===== src/rtl/watch_core_param.sv =====
// watch_core_param: HH:MM:SS watch core with 12/24-hour mode, button-driven
// set mode (RUN -> SET_H -> SET_M -> SET_S), add/sub auto-repeat and an idle
// timeout that falls back to RUN.
// Ports:
//   clock, reset         system clock, asynchronous active-high reset
//   pulse_1hz            one-cycle strobe per second
//   pulse_500ms          blink phase level (1 = visible)
//   mode/add/sub_button  debounced, synchronised button levels
//   d1..d8               display words {en, bcd[3:0], dp}; d8 = hour tens
//   pm                   PM flag (always 0 when HOUR_24 = 1)
//   mode                 0 RUN, 1 SET_H, 2 SET_M, 3 SET_S
// Build option: define WATCH_COLON_BLINK_EN to drive d6/d3 with the colon
// glyph (code A), blinking in RUN and steady in SET states.
module watch_core_param #(
   parameter int HOUR_24       = 1,
   parameter int REPEAT_DELAY  = 50_000_000,
   parameter int REPEAT_PERIOD = 10_000_000,
   parameter int TIMEOUT_S     = 30
) (
   input  logic       clock,
   input  logic       reset,
   input  logic       pulse_1hz,
   input  logic       pulse_500ms,
   input  logic       mode_button,
   input  logic       add_button,
   input  logic       sub_button,
   output logic [5:0] d1,
   output logic [5:0] d2,
   output logic [5:0] d3,
   output logic [5:0] d4,
   output logic [5:0] d5,
   output logic [5:0] d6,
   output logic [5:0] d7,
   output logic [5:0] d8,
   output logic       pm,
   output logic [1:0] mode
);

   typedef enum logic [1:0] {
      RUN   = 2'd0,
      SET_H = 2'd1,
      SET_M = 2'd2,
      SET_S = 2'd3
   } mode_t;

   localparam int RPT_MAX =
      (REPEAT_DELAY > REPEAT_PERIOD) ? REPEAT_DELAY : REPEAT_PERIOD;
   localparam int RW = $clog2(RPT_MAX + 2);
   localparam int TW = (TIMEOUT_S > 0) ? $clog2(TIMEOUT_S + 1) : 1;

   localparam logic [RW-1:0] DELAY_C  = RW'(REPEAT_DELAY);
   localparam logic [RW-1:0] PERIOD_C = RW'(REPEAT_PERIOD);
   localparam logic [TW-1:0] TO_LAST  =
      (TIMEOUT_S > 0) ? TW'(TIMEOUT_S - 1) : '0;
   localparam logic [7:0]    HOUR_RST = (HOUR_24 != 0) ? 8'h00 : 8'h12;

   // BCD helpers; hour helpers return {pm_toggle, hour}
   function automatic logic [7:0] bcd_inc(input logic [7:0] v);
      if (v[3:0] == 4'd9) return {v[7:4] + 4'd1, 4'd0};
      return {v[7:4], v[3:0] + 4'd1};
   endfunction

   function automatic logic [7:0] bcd_dec(input logic [7:0] v);
      if (v[3:0] == 4'd0) return {v[7:4] - 4'd1, 4'd9};
      return {v[7:4], v[3:0] - 4'd1};
   endfunction

   function automatic logic [7:0] ms_inc(input logic [7:0] v);
      return (v == 8'h59) ? 8'h00 : bcd_inc(v);
   endfunction

   function automatic logic [7:0] ms_dec(input logic [7:0] v);
      return (v == 8'h00) ? 8'h59 : bcd_dec(v);
   endfunction

   function automatic logic [8:0] hr_inc(input logic [7:0] v);
      if (HOUR_24 != 0) return {1'b0, (v == 8'h23) ? 8'h00 : bcd_inc(v)};
      if (v == 8'h12) return {1'b0, 8'h01};
      if (v == 8'h11) return {1'b1, 8'h12};
      return {1'b0, bcd_inc(v)};
   endfunction

   function automatic logic [8:0] hr_dec(input logic [7:0] v);
      if (HOUR_24 != 0) return {1'b0, (v == 8'h00) ? 8'h23 : bcd_dec(v)};
      if (v == 8'h01) return {1'b0, 8'h12};
      if (v == 8'h12) return {1'b1, 8'h11};
      return {1'b0, bcd_dec(v)};
   endfunction

   mode_t             mode_q, mode_d;
   logic [7:0]        hr_q, hr_d;
   logic [7:0]        mn_q, mn_d;
   logic [7:0]        sc_q, sc_d;
   logic              pm_q, pm_d;
   logic [TW-1:0]     to_q, to_d;
   logic              mode_prev_q, mode_prev_d;
   logic [1:0]        btn_prev_q, btn_prev_d;
   logic [1:0][RW-1:0] rpt_cnt_q, rpt_cnt_d;
   logic [1:0]        rpt_arm_q, rpt_arm_d;
   logic [7:0][5:0]   disp_q, disp_d;

   logic [1:0] btn_now;
   logic [1:0] btn_rise;
   logic [1:0] rpt_fire;
   logic       mode_ev;
   logic       add_ev;
   logic       sub_ev;
   logic       any_ev;
   logic       add_do;
   logic       sub_do;
   logic       to_hit;
   logic [8:0] hr_step;

   assign btn_now     = {sub_button, add_button};
   assign btn_prev_d  = btn_now;
   assign mode_prev_d = mode_button;
   assign btn_rise    = btn_now & ~btn_prev_q;
   assign mode_ev     = mode_button & ~mode_prev_q;

   // Index 0 = add, 1 = sub. A counter value of 0 means idle; the first
   // step fires after REPEAT_DELAY cycles, later ones every REPEAT_PERIOD.
   always_comb begin
      rpt_cnt_d = rpt_cnt_q;
      rpt_arm_d = rpt_arm_q;
      rpt_fire  = '0;
      for (int i = 0; i < 2; i++) begin
         if (!btn_now[i] || mode_q == RUN || REPEAT_DELAY == 0) begin
            rpt_cnt_d[i] = '0;
            rpt_arm_d[i] = 1'b0;
         end else if (btn_rise[i]) begin
            rpt_cnt_d[i] = RW'(1);
            rpt_arm_d[i] = 1'b0;
         end else if (rpt_cnt_q[i] != '0) begin
            if ((!rpt_arm_q[i] && rpt_cnt_q[i] == DELAY_C) ||
                (rpt_arm_q[i] && rpt_cnt_q[i] == PERIOD_C)) begin
               rpt_fire[i]  = 1'b1;
               rpt_cnt_d[i] = RW'(1);
               rpt_arm_d[i] = 1'b1;
            end else begin
               rpt_cnt_d[i] = rpt_cnt_q[i] + RW'(1);
            end
         end
      end
   end

   assign add_ev = btn_rise[0] | rpt_fire[0];
   assign sub_ev = btn_rise[1] | rpt_fire[1];
   assign any_ev = mode_ev | add_ev | sub_ev;
   // mode beats add/sub; add with sub cancels both
   assign add_do = add_ev & ~sub_ev & ~mode_ev;
   assign sub_do = sub_ev & ~add_ev & ~mode_ev;
   // a button event in the expiry cycle restarts the idle count instead
   assign to_hit = (TIMEOUT_S != 0) && (mode_q != RUN) && pulse_1hz &&
                   !any_ev && (to_q == TO_LAST);

   always_comb begin
      hr_d    = hr_q;
      mn_d    = mn_q;
      sc_d    = sc_q;
      pm_d    = pm_q;
      mode_d  = mode_q;
      hr_step = {1'b0, hr_q};
      unique case (mode_q)
         RUN: begin
            if (pulse_1hz) begin
               sc_d = ms_inc(sc_q);
               if (sc_q == 8'h59) begin
                  mn_d = ms_inc(mn_q);
                  if (mn_q == 8'h59) begin
                     hr_step = hr_inc(hr_q);
                     hr_d    = hr_step[7:0];
                     pm_d    = pm_q ^ hr_step[8];
                  end
               end
            end
            if (mode_ev) mode_d = SET_H;
         end
         SET_H: begin
            if (add_do) hr_step = hr_inc(hr_q);
            else if (sub_do) hr_step = hr_dec(hr_q);
            if (add_do || sub_do) begin
               hr_d = hr_step[7:0];
               pm_d = pm_q ^ hr_step[8];
            end
            if (mode_ev) mode_d = SET_M;
            else if (to_hit) mode_d = RUN;
         end
         SET_M: begin
            if (add_do) mn_d = ms_inc(mn_q);
            else if (sub_do) mn_d = ms_dec(mn_q);
            if (mode_ev) mode_d = SET_S;
            else if (to_hit) mode_d = RUN;
         end
         SET_S: begin
            if (add_do) sc_d = ms_inc(sc_q);
            else if (sub_do) sc_d = ms_dec(sc_q);
            if (mode_ev || to_hit) mode_d = RUN;
         end
      endcase

      if (mode_q == RUN || mode_d != mode_q || any_ev) to_d = '0;
      else if (pulse_1hz && TIMEOUT_S != 0) to_d = to_q + TW'(1);
      else to_d = to_q;
   end

   logic       bl_h, bl_m, bl_s;
   logic       ht_en;
   logic [5:0] sep;

   always_comb begin
      bl_h  = (mode_q == SET_H) ? pulse_500ms : 1'b1;
      bl_m  = (mode_q == SET_M) ? pulse_500ms : 1'b1;
      bl_s  = (mode_q == SET_S) ? pulse_500ms : 1'b1;
      ht_en = bl_h & ~((HOUR_24 == 0) && (hr_q[7:4] == 4'd0));
`ifdef WATCH_COLON_BLINK_EN
      sep = {(mode_q == RUN) ? pulse_500ms : 1'b1, 4'hA, 1'b1};
`else
      sep = 6'b000001;
`endif
      disp_d[7] = {ht_en, hr_q[7:4], 1'b1};
      disp_d[6] = {bl_h, hr_q[3:0], 1'b1};
      disp_d[5] = sep;
      disp_d[4] = {bl_m, mn_q[7:4], 1'b1};
      disp_d[3] = {bl_m, mn_q[3:0], 1'b1};
      disp_d[2] = sep;
      disp_d[1] = {bl_s, sc_q[7:4], 1'b1};
      disp_d[0] = {bl_s, sc_q[3:0], 1'b1};
   end

   always_ff @(posedge clock or posedge reset) begin
      if (reset) begin
         mode_q      <= RUN;
         hr_q        <= HOUR_RST;
         mn_q        <= 8'h00;
         sc_q        <= 8'h00;
         pm_q        <= 1'b0;
         to_q        <= '0;
         mode_prev_q <= 1'b0;
         btn_prev_q  <= '0;
         rpt_cnt_q   <= '0;
         rpt_arm_q   <= '0;
         disp_q      <= '0;
      end else begin
         mode_q      <= mode_d;
         hr_q        <= hr_d;
         mn_q        <= mn_d;
         sc_q        <= sc_d;
         pm_q        <= pm_d;
         to_q        <= to_d;
         mode_prev_q <= mode_prev_d;
         btn_prev_q  <= btn_prev_d;
         rpt_cnt_q   <= rpt_cnt_d;
         rpt_arm_q   <= rpt_arm_d;
         disp_q      <= disp_d;
      end
   end

   assign d8   = disp_q[7];
   assign d7   = disp_q[6];
   assign d6   = disp_q[5];
   assign d5   = disp_q[4];
   assign d4   = disp_q[3];
   assign d3   = disp_q[2];
   assign d2   = disp_q[1];
   assign d1   = disp_q[0];
   assign pm   = pm_q;
   assign mode = mode_q;

endmodule


===== config.mk =====
export PLATFORM = sky130hd
export DESIGN_NAME = watch_core_param
export DESIGN_NICKNAME = d
export VERILOG_FILES = /design/src/rtl/watch_core_param.sv
export SDC_FILE = /design/constraint.sdc
export NUM_CORES = 1
export LEC_CHECK = 0
export ABC_AREA = 1
export CORE_UTILIZATION = 60
export CTS_CLUSTER_DIAMETER = 60
export CTS_CLUSTER_SIZE = 12
export DETAILED_ROUTE_END_ITERATION = 16
export DONT_BUFFER_PORTS = 1
export HOLD_SLACK_MARGIN = 0.03
export PLACE_DENSITY_LB_ADDON = 0.15
export RECOVER_POWER = 100
export SLEW_MARGIN = 25
export SYNTH_ARGS = -nofsm -noshare
export SYNTH_HDL_FRONTEND = slang
export SYNTH_SLANG_ARGS = --single-unit

===== constraint.sdc =====
create_clock -name clock -period 5.1 [get_ports clock]
set_clock_uncertainty 0.2 [all_clocks]
set_input_delay 1.02 -clock clock [delete_from_list [all_inputs] [get_ports clock]]
set_output_delay 1.02 -clock clock [all_outputs]
set_load 0.01 [all_outputs]

==> impl_metrics.json, run 1 <==
{
  "synth-seq-cells": 116,
  "syn_area_per_cell_sq_um": 7.48,
  "arrival_ps": 3410,
  "drtPass1Iterations": 5,
  "required_ps": 5210,
  "power_density_nw_per_um2": 446,
  "routed_wirelength_um": 15300,
  "path_buf_inv": 0,
  "final_core_utilization_pct": 66.0,
  "worstHoldStart": "sc_q[7]$_DFFE_PP0P_",
  "static-leakage-power_nw": 3.59,
  "wl_per_cell_um": 14.0,
  "sequential_cell_area_sq_um": 2900,
  "boundaryPins": 58,
  "global_route.usage.total_pct": 27.5,
  "first_iter_violations": 395,
  "tritoncts": "done",
  "synth_sequential_area_ratio_pct": 41.6,
  "detail_routed_via_count_per_cell": 5.49,
  "design.core.area_sq_um": 11400,
  "worst-setup-path-type": "reg2reg",
  "global_route.overflow_total": 0,
  "die_y_extent_um": 110,
  "area_of_the_multi_input_gates_sq_um": 3350,
  "relative_contribution_of_the_clock_network_to_total_power_pct": 36.9,
  "n_antenna_cell": 0,
  "cts-buffers-inserted": 17,
  "synth_area_sq_um": 6980,
  "grt_first_pass_wirelength_um": 25300,
  "worstSkewPairLatency_ps": 420,
  "fin_nets": 962,
  "routabilityCongestion": 0.898,
  "outcome": "complete, but fails checks",
  "worst_ir_drop_vdd_uv": 370,
  "antenna_violations_before_repair": 0,
  "synthesis.instances": 933,
  "crit_path_max_incr_delay_ps": 730,
  "timing.final.max_slew_violations": 33,
  "tightestPinTransition_ps": 1780,
  "timing.max_slew.rel_slack_pct": -18.7,
  "clock.fmax_ghz": 0.303,
  "floorplan.initialDensity_pct": 61.4,
  "ratio_of_cells_with_drive_above_1_in_the_final_layout_pct": 7.30,
  "layout_area_overhead_pct": 7.51,
  "reg2reg_depth": 10,
  "clkSlewWorstSetupHoldPaths_ps": 60,
  "die_area_sq_um": 12100,
  "synth_flop_cell": "sky130_fd_sc_hd__dfrtp_1",
  "grt_pass1_vias": 5636,
  "share_seq_of_total_power_pct": 38.7,
  "n_fill_cell": 987,
  "cts_post_setup_buffers_inserted": 0,
  "cts.root.buffer_cell": "sky130_fd_sc_hd__clkbuf_16",
  "reg2reg_setup_slack_ps": 1790,
  "fp.dieW_um": 110,
  "detailed_place_hpwl_um": 10900,
  "synth_enable_flop_cells": 0,
  "min-delay-path-class": "reg2reg",
  "final_report_hold_violation_count": 0,
  "cp-start-kind": "flip-flop",
  "cp_top_family": "compound AO/OA/AOI/OAI gates",
  "ctsHoldBuffers": 0,
  "timing.critical_path.cells": "nor2_1, nor2_1, nand2_1, nor2_1, a21oi_1, nand3_4, a21oi_1, nand2_2, nand2_1, nand2_1",
  "finalCritPeriodShare_pct": 64.8,
  "min_to": "d2[4]$_DFF_PP0_",
  "htree_num_levels": 4,
  "finalCriticalPeriod_ps": 3310,
  "violations": "max-capacitance violations, max-slew violations",
  "yosysWarningCount": 0,
  "layout.cells.most_common": "sky130_fd_sc_hd__nand2_1",
  "hold_path_depth": 0,
  "postSynth.asyncResetShare_pct": 100,
  "setup_violations": 0,
  "drcViolationCount": 0,
  "row_count": 39,
  "worst-path-max-fanout": 12,
  "power_report.internal_total_mw": 2.15,
  "totalNegativeSetupSlack_ps": 0,
  "via_count": 5970,
  "clock_tree.buffer_depth": 2,
  "reg2reg_to": "mn_q[6]$_DFFE_PP0P_",
  "cp_slowest_cell": "sky130_fd_sc_hd__a21oi_1",
  "worstReg2RegStart": "mode[0]$_DFF_PP0_",
  "netSwitchingFraction_pct": 35.8,
  "timing.max_cap.violations": 1,
  "grt_start_max_net_pins": 86,
  "pwr-share-comb_pct": 24.4,
  "unrepaired_setup_endpoints_after_global_routing": "false",
  "place.port_buffers": 0,
  "switching_power_mw": 1.20,
  "most-common-layout-cells": "sky130_fd_sc_hd__nand2_1, sky130_fd_sc_hd__nor2_1, sky130_fd_sc_hd__dfrtp_1",
  "critPathCaptureType": "flip-flop",
  "count_of_instances_resized_after_the_clock_tree_is_built": 0,
  "drt.antenna.violating_nets": 0,
  "clock_sink_count": 116,
  "synth.distinct_cells": 42
}
==> state kept, by name, indices dropped and copies added (netlist names), 4 cells and up <==
name / count
d1: 4
d2: 5
d4: 5
d5: 4
d7: 5
d8: 5
hr_q: 8
mn_q: 8
rpt_cnt_q: 52
sc_q: 8
to_q: 5
==> synthesized netlist by cell type, types with 2 or more instances <==
library cell,instances,area share [%]
sky130_fd_sc_hd__nand2_1,224,12
sky130_fd_sc_hd__nor2_1,126,6.8
sky130_fd_sc_hd__dfrtp_1,116,42
sky130_fd_sc_hd__inv_1,106,5.7
sky130_fd_sc_hd__o21ai_0,57,4.1
sky130_fd_sc_hd__nand3_1,50,3.6
sky130_fd_sc_hd__a21oi_1,38,2.7
sky130_fd_sc_hd__nor3_1,31,2.2
sky130_fd_sc_hd__ha_1,23,4.1
sky130_fd_sc_hd__buf_4,21,2.3
sky130_fd_sc_hd__xor2_1,16,2.0
sky130_fd_sc_hd__nand4_1,15,1.3
sky130_fd_sc_hd__inv_2,11,0.59
sky130_fd_sc_hd__nand2_2,10,0.90
sky130_fd_sc_hd__nor2_2,9,0.81
sky130_fd_sc_hd__o21ai_1,8,0.57
sky130_fd_sc_hd__nor2_4,7,1.1
sky130_fd_sc_hd__xnor2_1,7,0.88
sky130_fd_sc_hd__a31oi_1,6,0.54
sky130_fd_sc_hd__clkbuf_1,6,0.32
sky130_fd_sc_hd__nand2_4,6,0.97
sky130_fd_sc_hd__nor4_1,6,0.54
sky130_fd_sc_hd__a211oi_1,5,0.54
sky130_fd_sc_hd__buf_2,4,0.29
sky130_fd_sc_hd__nand3_2,3,0.43
sky130_fd_sc_hd__or2_2,3,0.27
sky130_fd_sc_hd__a21oi_4,2,0.47
sky130_fd_sc_hd__conb_1,2,0.11
sky130_fd_sc_hd__nand3_4,2,0.50
==> layout make-up <==
type	count	share of cell area (%)
timing repair buffer	2	0.100
clock inverter	14	2.33
sequential	116	38.7
inverter	118	5.97
clock buffer	18	5.85
multi-input combinational	677	44.7
tap	143	2.38
==> routing by layer <==
layer | vias up | share of wire (%) | global-route usage, % | routed length (um)
li1 | 2958 | - | - | -
met1 | 2798 | 43 | 33.4 | 6600
met2 | 184 | 50 | 46.8 | 7640
met3 | 30 | 4.9 | 6.70 | 756
met4 | 0 | 1.9 | 10.9 | 283
met5 | - | 0 | 0 | 0
==> metrics by stage <==
| stage | worst slack, ps | hold slack [ps] | area, sq um | power (mW) | std cells |
|---|---|---|---|---|---|
| global placement | 2300 | 192 | 7000 | 2.10 | 1056 |
| CTS | 2490 | 210 | 7610 | 3.38 | 1088 |
| detailed placement | 2180 | 197 | 7000 | 2.13 | 1056 |
| global route | 1530 | 251 | 7500 | 3.56 | 1088 |
| floorplan | 808 | 149 | 7020 | 1.96 | 943 |
| finish | 1790 | 208 | 7500 | 3.34 | 1088 |
==> power groups by stage <==
| stage | registers (mW) | logic, mW | clock network [mW] |
|---|---|---|---|
| 6_report | 1.29 | 0.816 | 1.23 |
| 5_1_grt | 1.33 | 0.939 | 1.29 |
| 4_1_cts | 1.30 | 0.837 | 1.25 |
| 3_5_place_dp | 1.31 | 0.827 | 0 |
| 3_3_place_gp | 1.31 | 0.797 | 0 |
| 2_1_floorplan | 1.23 | 0.732 | 0 |
==> worst max-delay path by stage <==
stage | slack [ps] | depth (start not counted) | end | from
after floorplan | 810 | 1 | btn_prev_q[0]$_DFF_PP0_ | reset
final | 1790 | 10 | mn_q[6]$_DFFE_PP0P_ | mode[0]$_DFF_PP0_
after CTS | 2490 | 8 | rpt_cnt_q[13]$_DFFE_PP0P_ | mode[0]$_DFF_PP0_
after global routing | 1530 | 10 | mn_q[5]$_DFFE_PP0P_ | mode[1]$_DFF_PP0_
after global placement | 2300 | 8 | rpt_cnt_q[21]$_DFFE_PP0P_ | add_button
after detailed placement | 2180 | 8 | rpt_cnt_q[15]$_DFFE_PP0P_ | add_button
==> cells by family after synthesis <==
kind of cell | after synthesis | synth area share (%)
adder cells (fa/ha/maj) | 23 | 4.12
XOR/XNOR | 23 | 2.89
other | 2 | 0.108
AO/OA/AOI/OAI | 123 | 9.72
AND/OR/NAND/NOR | 496 | 32.2
buffers and inverters | 150 | 9.38
flip-flops | 116 | 41.6
Note: power is estimated with default switching activity, not from simulation.
==> run 2: changes to the inputs <==
--- a/config.mk
+++ b/config.mk
@@ -5,8 +5,8 @@
 export SDC_FILE = /design/constraint.sdc
 export NUM_CORES = 1
 export LEC_CHECK = 0
-export ABC_AREA = 1
-export CORE_UTILIZATION = 60
+export ABC_AREA = 0
+export CORE_UTILIZATION = 58
 export CTS_CLUSTER_DIAMETER = 60
 export CTS_CLUSTER_SIZE = 12
 export DETAILED_ROUTE_END_ITERATION = 16
==> constraint.sdc (replaced) <==
create_clock -name clock -period 2.8 [get_ports clock]
set_clock_uncertainty 0.2 [all_clocks]
set_input_delay 0.56 -clock clock [delete_from_list [all_inputs] [get_ports clock]]
set_output_delay 0.56 -clock clock [all_outputs]
set_load 0.01 [all_outputs]
==> impl_metrics.json, run 2 <==
{
  "drt.antenna.violating_nets": 0,
  "routabilityCongestion": 0.890,
  "worst-path-max-fanout": 7,
  "fin_nets": 823,
  "most-common-layout-cells": "sky130_fd_sc_hd__dfrtp_1, sky130_fd_sc_hd__nor2_1, sky130_fd_sc_hd__buf_4",
  "row_count": 38,
  "worst_ir_drop_vdd_uv": 593,
  "timing.final.max_slew_violations": 0,
  "place_inst": 890,
  "worst-setup-path-type": "reg2reg",
  "worstSkewPairLatency_ps": 540,
  "die_area_sq_um": 11500,
  "place.port_buffers": 0,
  "yosysWarningCount": 0,
  "arrival_ps": 3130,
  "number_of_flip_flops_under_the_largest_register_name": 52,
  "timing.max_slew.rel_slack_pct": 6.16,
  "synth_enable_flop_cells": 0,
  "unrepaired_setup_endpoints_after_global_routing": "true",
  "worstReg2RegStart": "rpt_cnt_q[9]$_DFFE_PP0P_",
  "clock_sink_count": 116,
  "worstHoldStart": "pulse_1hz",
  "synth_area_sq_um": 6410,
  "tightestPinTransition_ps": 1400,
  "power_density_nw_per_um2": 741,
  "worst_slack_ps": -122,
  "syn_area_per_cell_sq_um": 9.21,
  "power_report.internal_total_mw": 4.10,
  "synth-seq-cells": 116,
  "cp-start-kind": "flip-flop",
  "outcome": "complete, but fails checks",
  "antenna_violations_before_repair": 0,
  "final_report_hold_violation_count": 0,
  "reg2reg_setup_slack_ps": -120,
  "floorplan.initialDensity_pct": 59.4,
  "min-delay-path-class": "in2reg",
  "netSwitchingFraction_pct": 32.9,
  "n_antenna_cell": 0,
  "finalCriticalPeriod_ps": 2920,
  "fp.dieW_um": 107,
  "hold_path_depth": 3,
  "min_to": "to_q[4]$_DFFE_PP0P_",
  "timing.max_cap.violations": 0,
  "cts.root.buffer_cell": "sky130_fd_sc_hd__clkbuf_8",
  "global_route.overflow_total": 0,
  "required_ps": 3010,
  "via_count": 5649,
  "layout_area_overhead_pct": 28.5,
  "cts-buffers-inserted": 17,
  "reg2reg_to": "mn_q[5]$_DFFE_PP0P_",
  "final.hold.worst_slack_ps": 70.4,
  "htree_num_levels": 4,
  "pwr-share-comb_pct": 25.0,
  "yosys.cell_count.top_type": "sky130_fd_sc_hd__dfrtp_1",
  "first_iter_violations": 285,
  "synth.distinct_cells": 62,
  "wl_per_cell_um": 17.3,
  "detail_routed_via_count_per_cell": 5.98,
  "synth.top_cells.by_count": "sky130_fd_sc_hd__dfrtp_1, sky130_fd_sc_hd__nor2_1, sky130_fd_sc_hd__nand2_1, sky130_fd_sc_hd__nand3_1, sky130_fd_sc_hd__o21ai_0",
  "synth_sequential_area_ratio_pct": 45.3,
  "final_core_utilization_pct": 76.3,
  "ratio_of_cells_with_drive_above_1_in_the_final_layout_pct": 24.0,
  "critPathCaptureType": "flip-flop",
  "grt_start_max_net_pins": 38,
  "routed_wirelength_um": 16300,
  "design.core.area_sq_um": 10800,
  "clkSlewWorstSetupHoldPaths_ps": 60,
  "finalCritPeriodShare_pct": 104,
  "synth_top_area_cell": "sky130_fd_sc_hd__dfrtp_1",
  "global_route.usage.total_pct": 29.6,
  "stdcell_count": 945,
  "share_seq_of_total_power_pct": 38.3,
  "yosysTopAreaCellShare_pct": 45.3,
  "grt_pass1_vias": 5474,
  "layout.cells.most_common": "sky130_fd_sc_hd__dfrtp_1",
  "max_flop_register": "rpt_cnt_q",
  "die_y_extent_um": 107,
  "synthesis.instances": 696,
  "drcViolationCount": 0,
  "drtPass1Iterations": 6,
  "detailed_place_hpwl_um": 10500,
  "boundaryPins": 58,
  "static-leakage-power_nw": 3.59,
  "post-place-ws_ps": -218,
  "postSynth.asyncResetShare_pct": 100,
  "post_synth_main_area_contributors": "sky130_fd_sc_hd__dfrtp_1, sky130_fd_sc_hd__nor2_1, sky130_fd_sc_hd__ha_1, sky130_fd_sc_hd__xor2_1, sky130_fd_sc_hd__nand3_1",
  "clock.fmax_ghz": 0.342,
  "clock_tree.buffer_depth": 2,
  "tritoncts": "done",
  "switching_power_mw": 2.01,
  "synth_flop_cell": "sky130_fd_sc_hd__dfrtp_1",
  "relative_contribution_of_the_clock_network_to_total_power_pct": 36.7,
  "grt_first_pass_wirelength_um": 26200,
  "reg2reg_depth": 9,
  "violations": "negative setup slack",
  "setup_violations": 19
}
==> run 2: cell count changes after synthesis, sizes merged, moves of 10 or more <==
| cell | before | now |
|---|---|---|
| xor2 | 16 | 28 |
| nand3 | 55 | 39 |
| inv | 117 | 31 |
| nand2 | 240 | 48 |
| clkbuf | 6 | 16 |
| or3 | 0 | 12 |
| nor2 | 143 | 88 |
| xnor2 | 7 | 20 |
| and3 | 0 | 10 |
| o21ai | 65 | 36 |
==> run 2: kinds of logic after synthesis <==
logic type	Yosys count	synth area share, %
buffers and inverters	74	5.68
adders and majority gates	23	4.49
AOI/OAI and AO/OA	128	13.1
xor gates and xnor gates	48	6.85
and+or+nand+nor	299	23.5
other	2	0.117
DFF	116	45.3
muxes	6	0.956
==> run 2: power groups by stage <==
stage	clock network, mW	registers, mW	logic, mW
floorplan	0	2.26	0.988
global placement	0	2.35	1.25
detailed placement	0	2.35	1.31
CTS	2.27	2.33	1.39
global route	2.34	2.37	1.69
finish	2.24	2.34	1.53
==> run 2: what timing repair did <==
action | CTS | global route
setup endpoints to repair | 23 | 24
pin swaps | 12 | 29
gates resized for setup | 26 | 63
buffers inserted | 5 | 12
hold buffers | 6 | 0
gates cloned | 1 | 1
hold endpoints to repair | 41 | 0
==> run 2: worst max-delay path: stages (launching register included) <==
cell and delay (ps):
sky130_fd_sc_hd__dfrtp_1 410, sky130_fd_sc_hd__nand4bb_1 210, sky130_fd_sc_hd__or4_4 460, sky130_fd_sc_hd__a211oi_4 340, sky130_fd_sc_hd__a41oi_4 240, sky130_fd_sc_hd__buf_4 210
sky130_fd_sc_hd__mux2i_4 190, sky130_fd_sc_hd__o22ai_2 300, sky130_fd_sc_hd__buf_4 180, sky130_fd_sc_hd__a21oi_1 60
==> run 2: through the flow <==
step / cell area [sq um] / power (mW) / setup TNS (ps)
after floorplan: 6460 / 3.25 / -32.9
after global routing: 8240 / 6.40 / -3130
final: 8240 / 6.10 / -987
after detailed placement: 7090 / 3.65 / -1730
after CTS: 7920 / 5.99 / -955
after global placement: 7090 / 3.60 / -336
==> run 2: worst max-delay path by stage <==
stage | startpoint | endpoint | slack (ps) | cells after the start
after floorplan | rpt_cnt_q[20]$_DFFE_PP0P_ | sc_q[3]$_DFFE_PP0P_ | -30 | 8
after global placement | rpt_cnt_q[27]$_DFFE_PP0P_ | sc_q[3]$_DFFE_PP0P_ | -90 | 10
after detailed placement | rpt_cnt_q[10]$_DFFE_PP0P_ | mn_q[5]$_DFFE_PP0P_ | -220 | 8
after CTS | rpt_cnt_q[9]$_DFFE_PP0P_ | sc_q[3]$_DFFE_PP0P_ | -110 | 8
after global routing | rpt_cnt_q[26]$_DFFE_PP0P_ | sc_q[3]$_DFFE_PP0P_ | -220 | 11
final | rpt_cnt_q[9]$_DFFE_PP0P_ | mn_q[5]$_DFFE_PP0P_ | -120 | 9
==> run 2: layout make-up <==
class	count	area, sq um
multi-input cells	516	3500
inverters	31	118
fillers	676	2560
repair buffers	111	932
clock inverters	10	155
well taps	140	175
flip-flops and latches	116	2910
clock buffers	21	449
==> run 2: per-layer routing <==
metal	GRT usage (%)	routed length, um
met1	37.0	6790
met5	0	0
met2	48.5	8220
met3	7.60	872
met4	13.1	454
==> run 3: changes to the inputs <==
--- a/config.mk
+++ b/config.mk
@@ -5,8 +5,8 @@
 export SDC_FILE = /design/constraint.sdc
 export NUM_CORES = 1
 export LEC_CHECK = 0
-export ABC_AREA = 0
-export CORE_UTILIZATION = 58
+export ABC_AREA = 1
+export CORE_UTILIZATION = 51
 export CTS_CLUSTER_DIAMETER = 60
 export CTS_CLUSTER_SIZE = 12
 export DETAILED_ROUTE_END_ITERATION = 16
@@ -14,6 +14,7 @@
 export HOLD_SLACK_MARGIN = 0.03
 export PLACE_DENSITY_LB_ADDON = 0.15
 export RECOVER_POWER = 100
+export REMOVE_ABC_BUFFERS = 1
 export SLEW_MARGIN = 25
 export SYNTH_ARGS = -nofsm -noshare
 export SYNTH_HDL_FRONTEND = slang
==> impl_metrics.json, run 3 (synthesis gave the netlist of run 1 again) <==
{
  "outcome": "completed",
  "finalCritPeriodShare_pct": 88.7,
  "arrival_ps": 2600,
  "global_route.overflow_total": 0,
  "worstHoldStart": "pulse_500ms",
  "design.core.area_sq_um": 13300,
  "count_of_instances_resized_after_the_clock_tree_is_built": 0,
  "cp-start-kind": "flip-flop",
  "place.port_buffers": 0,
  "number_of_flip_flops_under_the_largest_register_name": 52,
  "n_antenna_cell": 0,
  "finalCriticalPeriod_ps": 2480,
  "fp.dieW_um": 119,
  "grt_pass1_vias": 5351,
  "cts.root.buffer_cell": "sky130_fd_sc_hd__clkbuf_16",
  "cp_slowest_cell": "sky130_fd_sc_hd__dfrtp_1",
  "clkSlewWorstSetupHoldPaths_ps": 60,
  "cts-buffers-inserted": 17,
  "timing.final.max_slew_violations": 0,
  "layout_area_overhead_pct": 10.6,
  "reg2reg_setup_slack_ps": 320,
  "cpMostUsedCell": "sky130_fd_sc_hd__nand2_1",
  "global_route.usage.total_pct": 22.3,
  "final_report_hold_violation_count": 0,
  "fin_nets": 972,
  "worst-setup-path-type": "reg2reg",
  "most-common-layout-cells": "sky130_fd_sc_hd__nand2_1, sky130_fd_sc_hd__nor2_1, sky130_fd_sc_hd__dfrtp_1",
  "first_iter_violations": 317,
  "clock.fmax_ghz": 0.403,
  "via_count": 5760,
  "die_area_sq_um": 14200,
  "tritoncts": "done",
  "post-place-ws_ps": 377,
  "routed_wirelength_um": 14600,
  "reg2reg_depth": 15,
  "wl_per_cell_um": 12.9,
  "ratio_of_cells_with_drive_above_1_in_the_final_layout_pct": 8.69,
  "worstSkewPairLatency_ps": 420,
  "worstReg2RegStart": "rpt_cnt_q[0]$_DFFE_PP0P_",
  "detail_routed_via_count_per_cell": 5.09,
  "drtPass1Iterations": 5,
  "drt.antenna.violating_nets": 0,
  "hold_path_depth": 2,
  "row_count": 42,
  "grt_start_max_net_pins": 40,
  "layout.cells.most_common": "sky130_fd_sc_hd__nand2_1",
  "n_fill_cell": 1244,
  "timing.max_slew.rel_slack_pct": 3.36,
  "worst_slack_ps": 316,
  "boundaryPins": 58,
  "antenna_violations_before_repair": 0,
  "tightestPinTransition_ps": 1450,
  "die_y_extent_um": 119,
  "routabilityCongestion": 0.870,
  "max_flop_register": "rpt_cnt_q",
  "drcViolationCount": 0,
  "unrepaired_setup_endpoints_after_global_routing": "false",
  "static-leakage-power_nw": 3.68,
  "floorplan.initialDensity_pct": 52.5,
  "clock_sink_count": 116,
  "clock_tree.buffer_depth": 2,
  "reg2reg_to": "mn_q[4]$_DFFE_PP0P_",
  "min-delay-path-class": "in2reg",
  "detailed_place_hpwl_um": 10600,
  "power_density_nw_per_um2": 799,
  "setup_violations": 0,
  "grt_first_pass_wirelength_um": 25100,
  "required_ps": 2910,
  "timing.critical_path.cells": "inv_1, ha_1, nand2_1, nor2_1, nand2_1, nor2_1, nand2_1, nand2_1, a21oi_4, nor2_8, nor2_4, a21oi_4, nand2_1, nand2_1, nand2_1",
  "min_to": "d2[5]$_DFF_PP0_",
  "worst_ir_drop_vdd_uv": 575,
  "power_mw": 6.16,
  "timing.max_cap.violations": 0,
  "worst-path-max-fanout": 12,
  "crit_path_max_incr_delay_ps": 390,
  "htree_num_levels": 4,
  "critPathCaptureType": "flip-flop",
  "cts_post_setup_buffers_inserted": 0
}
[run 3: cell types whose count changed in the layout (fill, tap and decap cells not counted), sizes merged, moves of 7 or more]
cell / before / now
nand2: 48 / 240
buf: 99 / 4
inv: 30 / 123
nor2: 88 / 143
o21ai: 36 / 65
nand3: 39 / 55
xnor2: 20 / 7
or3: 12 / 0
xor2: 28 / 16
and3: 10 / 0
a21oi: 33 / 40
nor2b: 7 / 0
nor3: 25 / 32
[run 3: worst max-delay path: cells and delay by family, from the launching register on]
| family | cells | cell delay [ps] |
|---|---|---|
| adders and majority gates | 1 | 150 |
| and+or+nand+nor | 11 | 1160 |
| DFF | 1 | 390 |
| AOI/OAI and AO/OA | 2 | 410 |
| buffers and inverters | 1 | 90 |
[run 3: stage by stage]
stage	TNS, ps	hold WS, ps	area, sq um	utilization (%)	cells
floorplan	-119760	168	6800	-	911
global placement	0	189	7100	53.4	1095
detailed placement	0	192	7100	53.4	1095
CTS	0	58.1	7760	58.4	1131
global route	0	59.9	7720	58.0	1131
finish	0	74.0	7720	58.0	1131
[run 3: worst max path at each step]
stage / startpoint / end / slack (ps)
5_1_grt: rpt_cnt_q[0]$_DFFE_PP0P_ / mn_q[6]$_DFFE_PP0P_ / 30
2_1_floorplan: reset / btn_prev_q[0]$_DFF_PP0_ / -1030
4_1_cts: mode[0]$_DFF_PP0_ / mn_q[4]$_DFFE_PP0P_ / 370
6_report: rpt_cnt_q[0]$_DFFE_PP0P_ / mn_q[4]$_DFFE_PP0P_ / 320
3_3_place_gp: mode[0]$_DFF_PP0_ / mn_q[4]$_DFFE_PP0P_ / 410
3_5_place_dp: rpt_cnt_q[0]$_DFFE_PP0P_ / mn_q[4]$_DFFE_PP0P_ / 380
[run 3: where the power goes]
part	internal [mW]	switching, mW	total (mW)	leakage [nW]
combinational	0.556	0.954	1.51	1.84
clock	1.42	0.865	2.29	0.301
sequential	1.96	0.406	2.36	1.55
total	3.94	2.22	6.16	3.68
[run 3: cell type report]
type | count | area, sq um | share of cell area, %
Clock buffer | 17 | 425 | 5.51
Multi-Input combinational cell | 677 | 3430 | 44.4
Inverter | 118 | 443 | 5.74
Tap cell | 176 | 220 | 2.85
Timing Repair Buffer | 12 | 103 | 1.33
Sequential cell | 116 | 2900 | 37.6
Clock inverter | 15 | 196 | 2.55
[run 3: metal layers]
metal | track usage (%) | vias up | share of wire [%]
met5 | 0 | - | 0
met4 | 7.52 | 0 | 1.5
met3 | 5.99 | 18 | 4.5
met2 | 36.0 | 139 | 48
met1 | 29.1 | 2618 | 46
li1 | - | 2985 | -
[run 3: timing repair]
item	4_1_cts	5_1_grt
endpoints found under the hold margin	37	0
setup endpoints to repair	0	0
hold buffers	4	0
